**config.mk**
```make
export PLATFORM = sky130hd
export DESIGN_NAME = joypad_if
export DESIGN_NICKNAME = d
export VERILOG_FILES = /design/src/rtl/joypad_if.sv
export SDC_FILE = /design/constraint.sdc
export NUM_CORES = 1
export LEC_CHECK = 0
export CAP_MARGIN = 5
export CELL_PAD_IN_SITES_DETAIL_PLACEMENT = 1
export CELL_PAD_IN_SITES_GLOBAL_PLACEMENT = 2
export CORE_AREA = 2 2 112 114
export CTS_CLUSTER_DIAMETER = 200
export DETAILED_ROUTE_END_ITERATION = 6
export DIE_AREA = 0 0 114 116
export GPL_ROUTABILITY_DRIVEN = 0
export PLACE_DENSITY = 0.72
export SYNTH_ARGS = -nofsm -noshare
export SYNTH_HDL_FRONTEND = slang
export SYNTH_SLANG_ARGS = --single-unit
```
**constraint.sdc**
```tcl
create_clock -name clk_in -period 3 [get_ports clk_in]
set_clock_uncertainty 0.15 [all_clocks]
set_input_delay 0.6 -clock clk_in [delete_from_list [all_inputs] [get_ports clk_in]]
set_output_delay 0.6 -clock clk_in [all_outputs]
set_load 0.1 [all_outputs]
```
**src/rtl/joypad_if.sv**
```systemverilog
// joypad_if: NES controller serial interface and CPU $4016/$4017 port emulation.
// A poll FSM drives jp_latch_out/jp_clk_out, shifts 8 bits in from each pad and
// publishes them as pad snapshots. Polls start periodically (POLL_PERIOD) or on
// poll_in. The CPU side emulates strobe/shift semantics on an OR'd read bus.
// Optional build macro JP_DEBOUNCE_EN: a snapshot only changes after two
// consecutive polls return the same raw value.
`timescale 1ns/1ps
module joypad_if #(
    parameter int HALF_CLK    = 6,
    parameter int POLL_PERIOD = 416666
) (
    input  logic       clk_in,
    input  logic       rst_in,
    input  logic       poll_in,
    input  logic       jp_data1_in,
    input  logic       jp_data2_in,
    output logic       jp_clk_out,
    output logic       jp_latch_out,
    input  logic       reg_sel_in,
    input  logic       rd_in,
    input  logic       wr_in,
    input  logic [7:0] d_in,
    output logic [7:0] d_out,
    output logic       busy_out,
    output logic [7:0] pad1_out,
    output logic [7:0] pad2_out
);

    localparam logic [2:0] ST_IDLE   = 3'd0;
    localparam logic [2:0] ST_LATCH  = 3'd1;
    localparam logic [2:0] ST_SAMPLE = 3'd2;
    localparam logic [2:0] ST_CLK_HI = 3'd3;
    localparam logic [2:0] ST_CLK_LO = 3'd4;
    localparam logic [2:0] ST_DONE   = 3'd5;

    localparam int            TW         = $clog2(2 * HALF_CLK + 1);
    localparam logic [TW-1:0] LATCH_LAST = TW'(2 * HALF_CLK - 1);
    localparam logic [TW-1:0] HALF_LAST  = TW'(HALF_CLK - 1);

    localparam bit            AUTO_EN    = (POLL_PERIOD > 0);
    localparam int            PW         = (POLL_PERIOD > 1) ? $clog2(POLL_PERIOD) : 1;
    localparam logic [PW-1:0] POLL_LAST  = PW'((POLL_PERIOD > 0) ? POLL_PERIOD - 1 : 0);

    logic [2:0]    state_r, state_nxt_s;
    logic [TW-1:0] tmr_r, tmr_nxt_s;
    logic [2:0]    bit_r, bit_nxt_s;
    logic          leave_idle_s;
    logic          pending_r;
    logic          auto_tick_s;
    logic [PW-1:0] poll_cnt_r;
    logic [7:0]    tmp1_r, tmp2_r;
    logic          strobe_r;
    logic [7:0]    sr1_r, sr2_r;

    assign auto_tick_s = AUTO_EN && (poll_cnt_r == POLL_LAST);

    // Free-running auto-poll divider; the wrap cycle raises a poll request.
    always_ff @(posedge clk_in or posedge rst_in) begin
        if (rst_in) begin
            poll_cnt_r <= '0;
        end else if (!AUTO_EN || poll_cnt_r == POLL_LAST) begin
            poll_cnt_r <= '0;
        end else begin
            poll_cnt_r <= poll_cnt_r + PW'(1);
        end
    end

    // Pending request flag: any trigger wins over the clear, so triggers during a poll coalesce into one follow-up poll.
    always_ff @(posedge clk_in or posedge rst_in) begin
        if (rst_in) begin
            pending_r <= 1'b0;
        end else if (poll_in || auto_tick_s) begin
            pending_r <= 1'b1;
        end else if (leave_idle_s) begin
            pending_r <= 1'b0;
        end
    end

    // Poll FSM next-state, phase timer and bit index.
    always_comb begin
        state_nxt_s  = state_r;
        tmr_nxt_s    = tmr_r;
        bit_nxt_s    = bit_r;
        leave_idle_s = 1'b0;
        case (state_r)
            ST_IDLE: begin
                if (pending_r) begin
                    state_nxt_s  = ST_LATCH;
                    tmr_nxt_s    = '0;
                    leave_idle_s = 1'b1;
                end else begin
                    state_nxt_s  = ST_IDLE;
                end
            end
            ST_LATCH: begin
                if (tmr_r == LATCH_LAST) begin
                    state_nxt_s = ST_SAMPLE;
                    tmr_nxt_s   = '0;
                    bit_nxt_s   = 3'd0;
                end else begin
                    tmr_nxt_s   = tmr_r + TW'(1);
                end
            end
            ST_SAMPLE: begin
                tmr_nxt_s = '0;
                if (bit_r == 3'd7) begin
                    state_nxt_s = ST_DONE;
                end else begin
                    state_nxt_s = ST_CLK_HI;
                end
            end
            ST_CLK_HI: begin
                if (tmr_r == HALF_LAST) begin
                    state_nxt_s = ST_CLK_LO;
                    tmr_nxt_s   = '0;
                end else begin
                    tmr_nxt_s   = tmr_r + TW'(1);
                end
            end
            ST_CLK_LO: begin
                if (tmr_r == HALF_LAST) begin
                    state_nxt_s = ST_SAMPLE;
                    tmr_nxt_s   = '0;
                    bit_nxt_s   = bit_r + 3'd1;
                end else begin
                    tmr_nxt_s   = tmr_r + TW'(1);
                end
            end
            ST_DONE: begin
                state_nxt_s = ST_IDLE;
            end
            default: begin
                state_nxt_s = ST_IDLE;
                tmr_nxt_s   = '0;
                bit_nxt_s   = 3'd0;
            end
        endcase
    end

    // FSM state plus registered pad-side outputs decoded from the next state.
    always_ff @(posedge clk_in or posedge rst_in) begin
        if (rst_in) begin
            state_r      <= ST_IDLE;
            tmr_r        <= '0;
            bit_r        <= 3'd0;
            jp_latch_out <= 1'b0;
            jp_clk_out   <= 1'b0;
            busy_out     <= 1'b0;
        end else begin
            state_r      <= state_nxt_s;
            tmr_r        <= tmr_nxt_s;
            bit_r        <= bit_nxt_s;
            jp_latch_out <= (state_nxt_s == ST_LATCH);
            jp_clk_out   <= (state_nxt_s == ST_CLK_HI);
            busy_out     <= (state_nxt_s != ST_IDLE);
        end
    end

    // Capture one inverted (active-low pin to 1=pressed) bit per pad in SAMPLE.
    always_ff @(posedge clk_in or posedge rst_in) begin
        if (rst_in) begin
            tmp1_r <= 8'h00;
            tmp2_r <= 8'h00;
        end else if (state_r == ST_SAMPLE) begin
            tmp1_r[bit_r] <= ~jp_data1_in;
            tmp2_r[bit_r] <= ~jp_data2_in;
        end
    end

`ifdef JP_DEBOUNCE_EN
    logic [7:0] prev1_r, prev2_r;

    // Publish a pad value only when it matches the previous poll's raw value.
    always_ff @(posedge clk_in or posedge rst_in) begin
        if (rst_in) begin
            prev1_r  <= 8'h00;
            prev2_r  <= 8'h00;
            pad1_out <= 8'h00;
            pad2_out <= 8'h00;
        end else if (state_r == ST_DONE) begin
            prev1_r <= tmp1_r;
            prev2_r <= tmp2_r;
            if (tmp1_r == prev1_r) begin
                pad1_out <= tmp1_r;
            end
            if (tmp2_r == prev2_r) begin
                pad2_out <= tmp2_r;
            end
        end
    end
`else
    // Publish the freshly shifted pad values at the end of every poll.
    always_ff @(posedge clk_in or posedge rst_in) begin
        if (rst_in) begin
            pad1_out <= 8'h00;
            pad2_out <= 8'h00;
        end else if (state_r == ST_DONE) begin
            pad1_out <= tmp1_r;
            pad2_out <= tmp2_r;
        end
    end
`endif

    // CPU strobe latch; only $4016 writes reach it.
    always_ff @(posedge clk_in or posedge rst_in) begin
        if (rst_in) begin
            strobe_r <= 1'b0;
        end else if (wr_in && !reg_sel_in) begin
            strobe_r <= d_in[0];
        end
    end

    // CPU-visible shift registers: reload while strobe is high, else shift one bit per read with 1 filling from the top.
    always_ff @(posedge clk_in or posedge rst_in) begin
        if (rst_in) begin
            sr1_r <= 8'hFF;
            sr2_r <= 8'hFF;
        end else if (strobe_r) begin
            sr1_r <= pad1_out;
            sr2_r <= pad2_out;
        end else begin
            if (rd_in && !reg_sel_in) begin
                sr1_r <= {1'b1, sr1_r[7:1]};
            end
            if (rd_in && reg_sel_in) begin
                sr2_r <= {1'b1, sr2_r[7:1]};
            end
        end
    end

    // Read data: open-bus pattern 0x40 plus the current serial bit; zero when not read so the bus can be OR'd.
    always_ff @(posedge clk_in or posedge rst_in) begin
        if (rst_in) begin
            d_out <= 8'h00;
        end else if (rd_in) begin
            d_out <= {7'b0100000, (reg_sel_in ? sr2_r[0] : sr1_r[0])};
        end else begin
            d_out <= 8'h00;
        end
    end

endmodule
```
==> results.md, run 1 <==
Run status:
- The flow ran to the end, and the final reports show no timing, DRC or antenna violations.

Placed design:
- In this run the tool buffered the top-level ports with 29 buffer cells.
- At the placement stage, the worst setup path has a slack of 0.791 ns.
- The half-perimeter wire length of the detailed placement result is 5510 µm.

Route:
- The aggregate routed wire length is 7800 µm.
- The first routing iteration left between 100 and 150 violations.
- The remaining routing DRC violations is 0.
- The routed via count divided by cell count is 4.81.
- Once detail routing completed, the nets flagged for antenna violations numbered 0.
- The routed wirelength normalized by instance count is between 10 and 15 µm.
- The count of TritonRoute iterations in the first routing pass is 4.
- For this block, the via count after detailed routing is 2560.

STA:
- In this run the tightest slew margin relative to its limit is 0.433.
- The final max-slew violation count is 0.
- The final critical path time including I/O delays and setup is 2.07 ns.
- The final hold violation count is 0.
- Setup total negative slack on the finished layout was measured at 0 ns.
- Setup repair after global routing left no endpoint under its margin.
- The smallest setup slack after layout is 0.927 ns.
- For the pin with the worst max-slew slack, the measured transition is 0.851 ns.
- The final count of negative-setup-slack endpoints is 0.
- Across all hold checks on the routed design, the worst slack comes to 0.328 ns.
- The highest achievable clock rate is 482 MHz.
- In the finished design, the share of the clock period the worst path needs comes to 0.691.

Setup path:
- The setup path with the least slack is of type flop to flop.
- The delay of the slowest cell on the worst path is roughly 0.76 ns.
- The worst reg-to-reg setup slack is 0.93 ns.
- The highest fanout seen on the critical path is 14.
- STA puts the critical path data arrival time at 2.09 ns.
- STA classifies the critical path endpoint as a flop.
- The worst-path cell with the longest stage delay is nor4_4.
- The startpoint type of the worst setup path is a flop.
- The critical path required time is just over 3 ns.
- Traced cell by cell, the critical path runs through nor4b_4 > nand2_2 > nor4_4 > nor4_1.

Synth:
- Yosys printed 0 warnings.
- The number of cells produced by synthesis is 350.
- After synthesis, the share of flip-flops with an asynchronous set or reset is 1.00.
- Sorting the synthesized cells by how often they occur yields dfrtp_1 (68), nand2_1 (41), o21ai_0 (30).
- After synthesis, the mean cell area works out to between 10 and 15 µm².
- The part of the Yosys area used for sequential elements is 0.550.
- The top flip-flop cell by instance count after synthesis is dfrtp_1.
- Sorting the synthesized cells by area gives the leading types as dfrtp_1 (44%), dfstp_2 (11%), mux2i_1 (4.9%).
- The top-area cell type share of the netlist area is 0.441.
- The unique cell type count in the Yosys netlist is between 40 and 50.
- The most common cell in the synthesized netlist is dfrtp_1.
- The synthesized netlist occupies a cell area of 3850 µm².
- Counting flops with a built-in enable in the synthesized netlist gives 0.
- The number of storage elements in the synthesis netlist is 84.
- Summed over all instances, the cell type with the most area after synthesis is dfrtp_1.

Die:
- After floorplanning, the core was divided into 40 placement rows.
- The die extent in y is 116 µm.
- The die is between 100 and 150 µm wide.
- The I/O pin total is 43.
- The standard cell core area is 11900 µm².
- The area of the die is 13200 µm².
- For this configuration, the core starts out at a cell density of 0.324.

Clock network:
- The post-CTS setup-driven buffer insertion count is 0.
- The maximum buffer depth of the clock tree is 2.
- The H-tree was split into 3 levels.
- The CTS tree is yes.
- For this design, the sink count on the clock tree is 84.
- Buffers inserted during clock tree synthesis total 9.
- The tree is rooted in a clkbuf_16.
- The post-CTS resize count is 0.
- After clock tree synthesis, the clock-pin slew on the worst setup and hold paths is 0.07 ns.
- The source-to-sink clock delay at the later pin of the worst-skew pair is approximately 0.34 ns.
- Buffers inserted to repair hold after CTS numbered 0.

Layout:
- The growth of design area from synthesis to finish is 17.1%.
- The total number of nets in the final design is approximately 400.
- The repair_antennas step left the layout with diodes totalling 0.
- Fill cells in the final layout number 1323.
- In the final layout, the share of cells above drive strength 1 is 0.200.

Power and ir drop:
- The worst-case IR drop observed on VDD is 0.434 mV.
- Power comes to 4.52 mW.
- Power spread over the standard cell area amounts to 1000 nW/µm².
- Summed over all cells, the static leakage comes to 2.04 nW.

Global routing:
- The sum of overflow across all layers after global routing is 0.
- The number of antenna violations at the first check in global routing was 0.
- Entering global routing, the biggest net connects 39 pins.
- The wire length of the first global-routing pass is 13600 µm.
- The number of global-route vias before repair is between 2000 and 3000.
- In the global route stage, overall resource usage came out at 0.131.

Flow run:
- Max-cap violations in this run came to 0.

Hold path:
- The min-delay analysis places its worst path in the category flop to flop.
[per-stage QoR]
step           area (µm²)   util  cells
2_1_floorplan        3870      -    355
3_3_place_gp         4230  0.355    516
3_5_place_dp         4230  0.355    516
4_1_cts              4510  0.379    532
5_1_grt              4510  0.379    532
6_report             4510  0.379    532
[registers in the layout, indices dropped and copies added, names as in the netlist, 4 cells and up]
| register | count |
|---|---|
| pad1_out | 8 |
| pad2_out | 8 |
| poll_cnt_r | 19 |
| sr1_r | 8 |
| sr2_r | 8 |
| tmp1_r | 8 |
| tmp2_r | 8 |
| tmr_r | 4 |
[critical path: cells and delay by family, from the launching register on]
kind / cells / cell delay, ns
AND/OR/NAND/NOR: 4 / 1.28
flip-flops: 1 / 0.48
[cells in the final DEF (no fill, tap or decap), drive strengths merged, types with 3 or more instances in the layout]
cell type       n
xor2            3
dfstp          16
nor4b           3
o21ai          30
nand3          13
nand4b          3
nand2          42
a21oi           9
and3            5
buf            24
nor2b           7
mux2           15
nand4           7
dfrtp          68
xnor2          12
mux2i          19
conb            6
a21o            4
nand2b          3
clkbuf         10
nor4            4
nor3            6
nand3b          3
clkinv          4
nor2           22
inv            12
clkdlybuf4s50   8
ha              6
[power breakdown]
part           leakage [nW]  internal [mW]  total [mW]  switching, mW
sequential            0.984           1.49        1.75          0.265
clock                 0.141          0.581        1.07          0.489
combinational         0.911          0.441        1.70           1.26
[kinds of logic (layout without fill, tap and decap cells)]
logic type | Yosys count | after routing | synth area share
flip-flops | 84 | 84 | 0.550
AND/OR/NAND/NOR | 126 | 126 | 0.178
AO/OA/AOI/OAI | 56 | 56 | 0.0867
adder cells (fa/ha/maj) | 6 | 6 | 0.0195
other | 1 | 6 | 0.000973
buffers and inverters | 28 | 58 | 0.0370
multiplexers | 34 | 34 | 0.0932
XOR/XNOR | 15 | 15 | 0.0341
[routing by layer]
metal / vias up / global-route usage / share of wire
li1: 1272 / - / -
met1: 1243 / 0.179 / 0.49
met2: 40 / 0.205 / 0.46
met3: 5 / 0.0324 / 0.037
met4: 0 / 0.0415 / 0.0082
met5: - / 0 / 0
[layout make-up]
class | count | area [µm²] | area share
Sequential cell | 84 | 2120 | 0.470
Inverter | 10 | 38.8 | 0.00859
Multi-Input combinational cell | 243 | 1610 | 0.357
Clock buffer | 10 | 229 | 0.0507
Clock inverter | 6 | 57.6 | 0.0128
Tap cell | 147 | 184 | 0.0408
Timing Repair Buffer | 32 | 273 | 0.0604
[path summary, 6_finish.rpt]
| kind | to | cells past startpoint | start |
|---|---|---|---|
| worst max register to register | poll_cnt_r[18] | 4 | poll_cnt_r[2] |
| worst min-delay path | tmp2_r[3] | 2 | tmp2_r[3] |
| worst max-delay path | poll_cnt_r[18] | 4 | poll_cnt_r[2] |
| worst min register to register | tmp2_r[3] | 2 | tmp2_r[3] |
| max in group asynchronous | sr1_r[1] | 3 | rst_in |
| min in group asynchronous | tmp2_r[2] | 2 | rst_in |
(Power assumes the default switching activity.)
==> inputs of run 2 (changes only) <==
--- a/config.mk
+++ b/config.mk
@@ -8,12 +8,12 @@
 export CAP_MARGIN = 5
 export CELL_PAD_IN_SITES_DETAIL_PLACEMENT = 1
 export CELL_PAD_IN_SITES_GLOBAL_PLACEMENT = 2
-export CORE_AREA = 2 2 112 114
+export CORE_AREA = 2 2 106 108
 export CTS_CLUSTER_DIAMETER = 200
 export DETAILED_ROUTE_END_ITERATION = 6
-export DIE_AREA = 0 0 114 116
+export DIE_AREA = 0 0 108 110
 export GPL_ROUTABILITY_DRIVEN = 0
-export PLACE_DENSITY = 0.72
+export PLACE_DENSITY = 0.76
 export SYNTH_ARGS = -nofsm -noshare
 export SYNTH_HDL_FRONTEND = slang
 export SYNTH_SLANG_ARGS = --single-unit
==> constraint.sdc (replaced) <==
create_clock -name clk_in -period 2.2 [get_ports clk_in]
set_clock_uncertainty 0.15 [all_clocks]
set_input_delay 0.44 -clock clk_in [delete_from_list [all_inputs] [get_ports clk_in]]
set_output_delay 0.44 -clock clk_in [all_outputs]
set_load 0.1 [all_outputs]
==> run 2 against run 1 <==
  * Maximum frequency up 8.5%
  * Critical path depth increased by 1
  * First-iteration DRC count shrank 35%
  * Critical path type unchanged
==> results.md, run 2 (same netlist as run 1, synthesis figures left out) <==
Run status:
- The flow ran to the end, and the final reports show no timing, DRC or antenna violations.

Layout:
- The growth of design area from synthesis to finish is 15.4%.
- The filler cell count is 1203.
- In the final layout, flip-flops and latches occupy between 2000 and 2500 µm².
- In the final layout, the multi-input gates occupy 1610 µm².
- Leaving out fill and tap cells, the most frequent cell in the layout is dfrtp_1.
- In the final layout, the share of cells above drive strength 1 is 0.208.
- The final core utilization is 0.416.
- The post-route cell area is 4450 µm².
- In the final design database the tool counted 406 nets.
- The repair_antennas step left the layout with diodes totalling 0.
- The register with the most flip-flops in the layout has 19 of them.
- The register with the most flip-flops is poll_cnt_r.
- In the layout the commonest cells are dfrtp_1 (68), nand2_1 (41), o21ai_0 (30), buf_4 (27), nor2_1 (22).
- The number of standard cells in the final layout excluding fillers is 529.

STA:
- The final total negative setup slack is 0 ns.
- The highest achievable clock rate is 524 MHz.
- The final count of negative-setup-slack endpoints is 0.
- The final max-slew violation count is 0.
- Counting I/O delays and the setup requirement, the final critical path takes 1.91 ns.
- After layout, the worst setup slack is 0.290 ns.
- The final hold violation count was 0.
- Setup repair after global routing left no endpoint under its margin.
- The post-route clock period utilization is 0.868.

Route:
- Wires add up to 7740 µm.
- The remaining routing DRC violations is 0.
- The count of vias placed by the detailed router is 2621.
- The routed wirelength normalized by instance count is 14.6 µm.
- The first detailed-routing pass ran for 4 iterations.
- In the routed layout, each cell is associated on average with a via count of 4.95.
- Once detail routing completed, the nets flagged for antenna violations numbered 0.
- The number of violations reported at the end of detailed-routing iteration 0 is 75.

Die:
- After floorplanning, the core was sized to cover 10700 µm².
- For this configuration, the core starts out at a cell density of 0.360.
- In this run the vertical extent of the chip is ~110 µm.
- The floorplan row count is 38.
- The I/O pin total is 43.
- The overall die width is ~110 µm.
- The area of the die is 11900 µm².

Flow run:
- Across the run, the number of max-cap violations was 0.

Clock network:
- Counting the buffers created by CTS gives 9.
- The number of gates resized after CTS was 0.
- The root cell of the clock tree is clkbuf_8.
- The clock sink count is 84.
- The maximum buffer depth of the clock tree is 2.
- The post-CTS setup-driven buffer insertion count is 0.
- The CTS tree is yes.
- The number of hold buffers added after CTS was 0.
- The maximum level of the CTS H-tree is 3.
- For the worst-skew pair, the clock arrives at the later sink with an insertion delay of 0.36 ns.
- The clock transition at the register clock pins on the worst setup and hold paths after CTS is 0.08 ns.

Power and ir drop:
- The power density normalized to cell area is 1300 nW/µm².
- The power share of the sequential group is 0.404.
- The worst IR drop on VDD is 0.869 mV.
- Summed over all cells, the static leakage comes to ~2.0 nW.
- The share of total power dissipated in combinational logic is 0.407.
- Of the total power, the clock network draws 0.189.
- The net switching share of the total power is 0.460.
- The design internal power is approximately 3.1 mW.
- The switching power total is 2.67 mW.

Global routing:
- The number of global-route vias before repair was 2749.
- The number of antenna violations at the first check in global routing is 0.
- Global routing finished with a remaining overflow of 0.
- The first global-routing pass estimated 13200 µm of wire.
- In the global route stage, overall resource usage came out at 0.143.
- Entering global routing, the biggest net connects 85 pins.

Setup path:
- The worst reg-to-reg setup slack is roughly 0.29 ns.
- The critical path required time is 2.32 ns.
- STA classifies the critical path endpoint as a flop.
- The arrival time at the worst endpoint is 2.03 ns.
- Along the worst path, the maximum fanout reaches 6.
- The category of the most critical setup path is flop to flop.
- STA classifies the critical path startpoint as a flop.

Placed design:
- After detailed placement, the total cell area comes to 4250 µm².
- The total of buffers placed on input and output ports is 29.
- The half-perimeter wire length of the detailed placement result is 5300 µm.
- Before CTS, the worst setup slack after placement is between 0.2 and 0.3 ns.
- In this run, placement finished with an instance count of roughly 500.

Hold path:
- The type of the tightest min-delay check is flop to flop.
==> run 2: cell types whose count changed in the layout (fill, tap and decap cells not counted), sizes merged <==
cell | before | now
clkbuf | 10 | 11
buf | 24 | 28
inv | 12 | 11
clkinv | 4 | 1
clkinvlp | 0 | 3
==> run 2: per-stage QoR <==
step,hold slack (ns),power (mW)
after global routing,0.361,6.10
after global placement,0.304,4.71
after floorplan,0.293,4.22
final,0.332,5.80
after CTS,0.338,5.88
after detailed placement,0.317,4.77
==> run 2: worst max-delay path, cell delays in order, from the launching register on <==
cell and delay [ns]:
dfrtp_1 0.45, ha_1 0.27, nand4_1 0.24, nor3_1 0.37
nor2_1 0.08, nor4_1 0.25
==> run 2: cell type report <==
class,count,share of cell area
Clock buffer,11,0.0343
Sequential cell,84,0.477
Inverter,10,0.00929
Clock inverter,5,0.00985
Multi-Input combinational cell,243,0.362
Timing Repair Buffer,36,0.0681
Tap cell,140,0.0394
==> run 2: worst paths after layout <==
check	start	to	cells past startpoint
worst max-delay path	poll_cnt_r[0]	poll_cnt_r[18]	5
worst min-delay path	tmp2_r[2]	tmp2_r[2]	2
worst max register to register	poll_cnt_r[0]	poll_cnt_r[18]	5
worst min register to register	tmp2_r[2]	tmp2_r[2]	2
max in group asynchronous	rst_in	sr1_r[5]	3
min in group asynchronous	rst_in	pad2_out[4]	3
==> run 2: metal layers <==
| layer | vias to the layer above | global-route usage | routed length [µm] |
|---|---|---|---|
| met5 | - | 0 | 0 |
| met3 | 16 | 0.0370 | 254 |
| met1 | 1294 | 0.180 | 3690 |
| li1 | 1274 | - | - |
| met4 | 0 | 0.0641 | 198 |
| met2 | 37 | 0.233 | 3600 |
==> run 2: power groups by stage <==
stage	logic [mW]	clock network [mW]	registers [mW]
6_report	2.36	1.10	2.34
5_1_grt	2.49	1.19	2.42
4_1_cts	2.38	1.14	2.36
3_5_place_dp	2.38	0	2.39
3_3_place_gp	2.34	0	2.37
2_1_floorplan	0.712	0	3.50
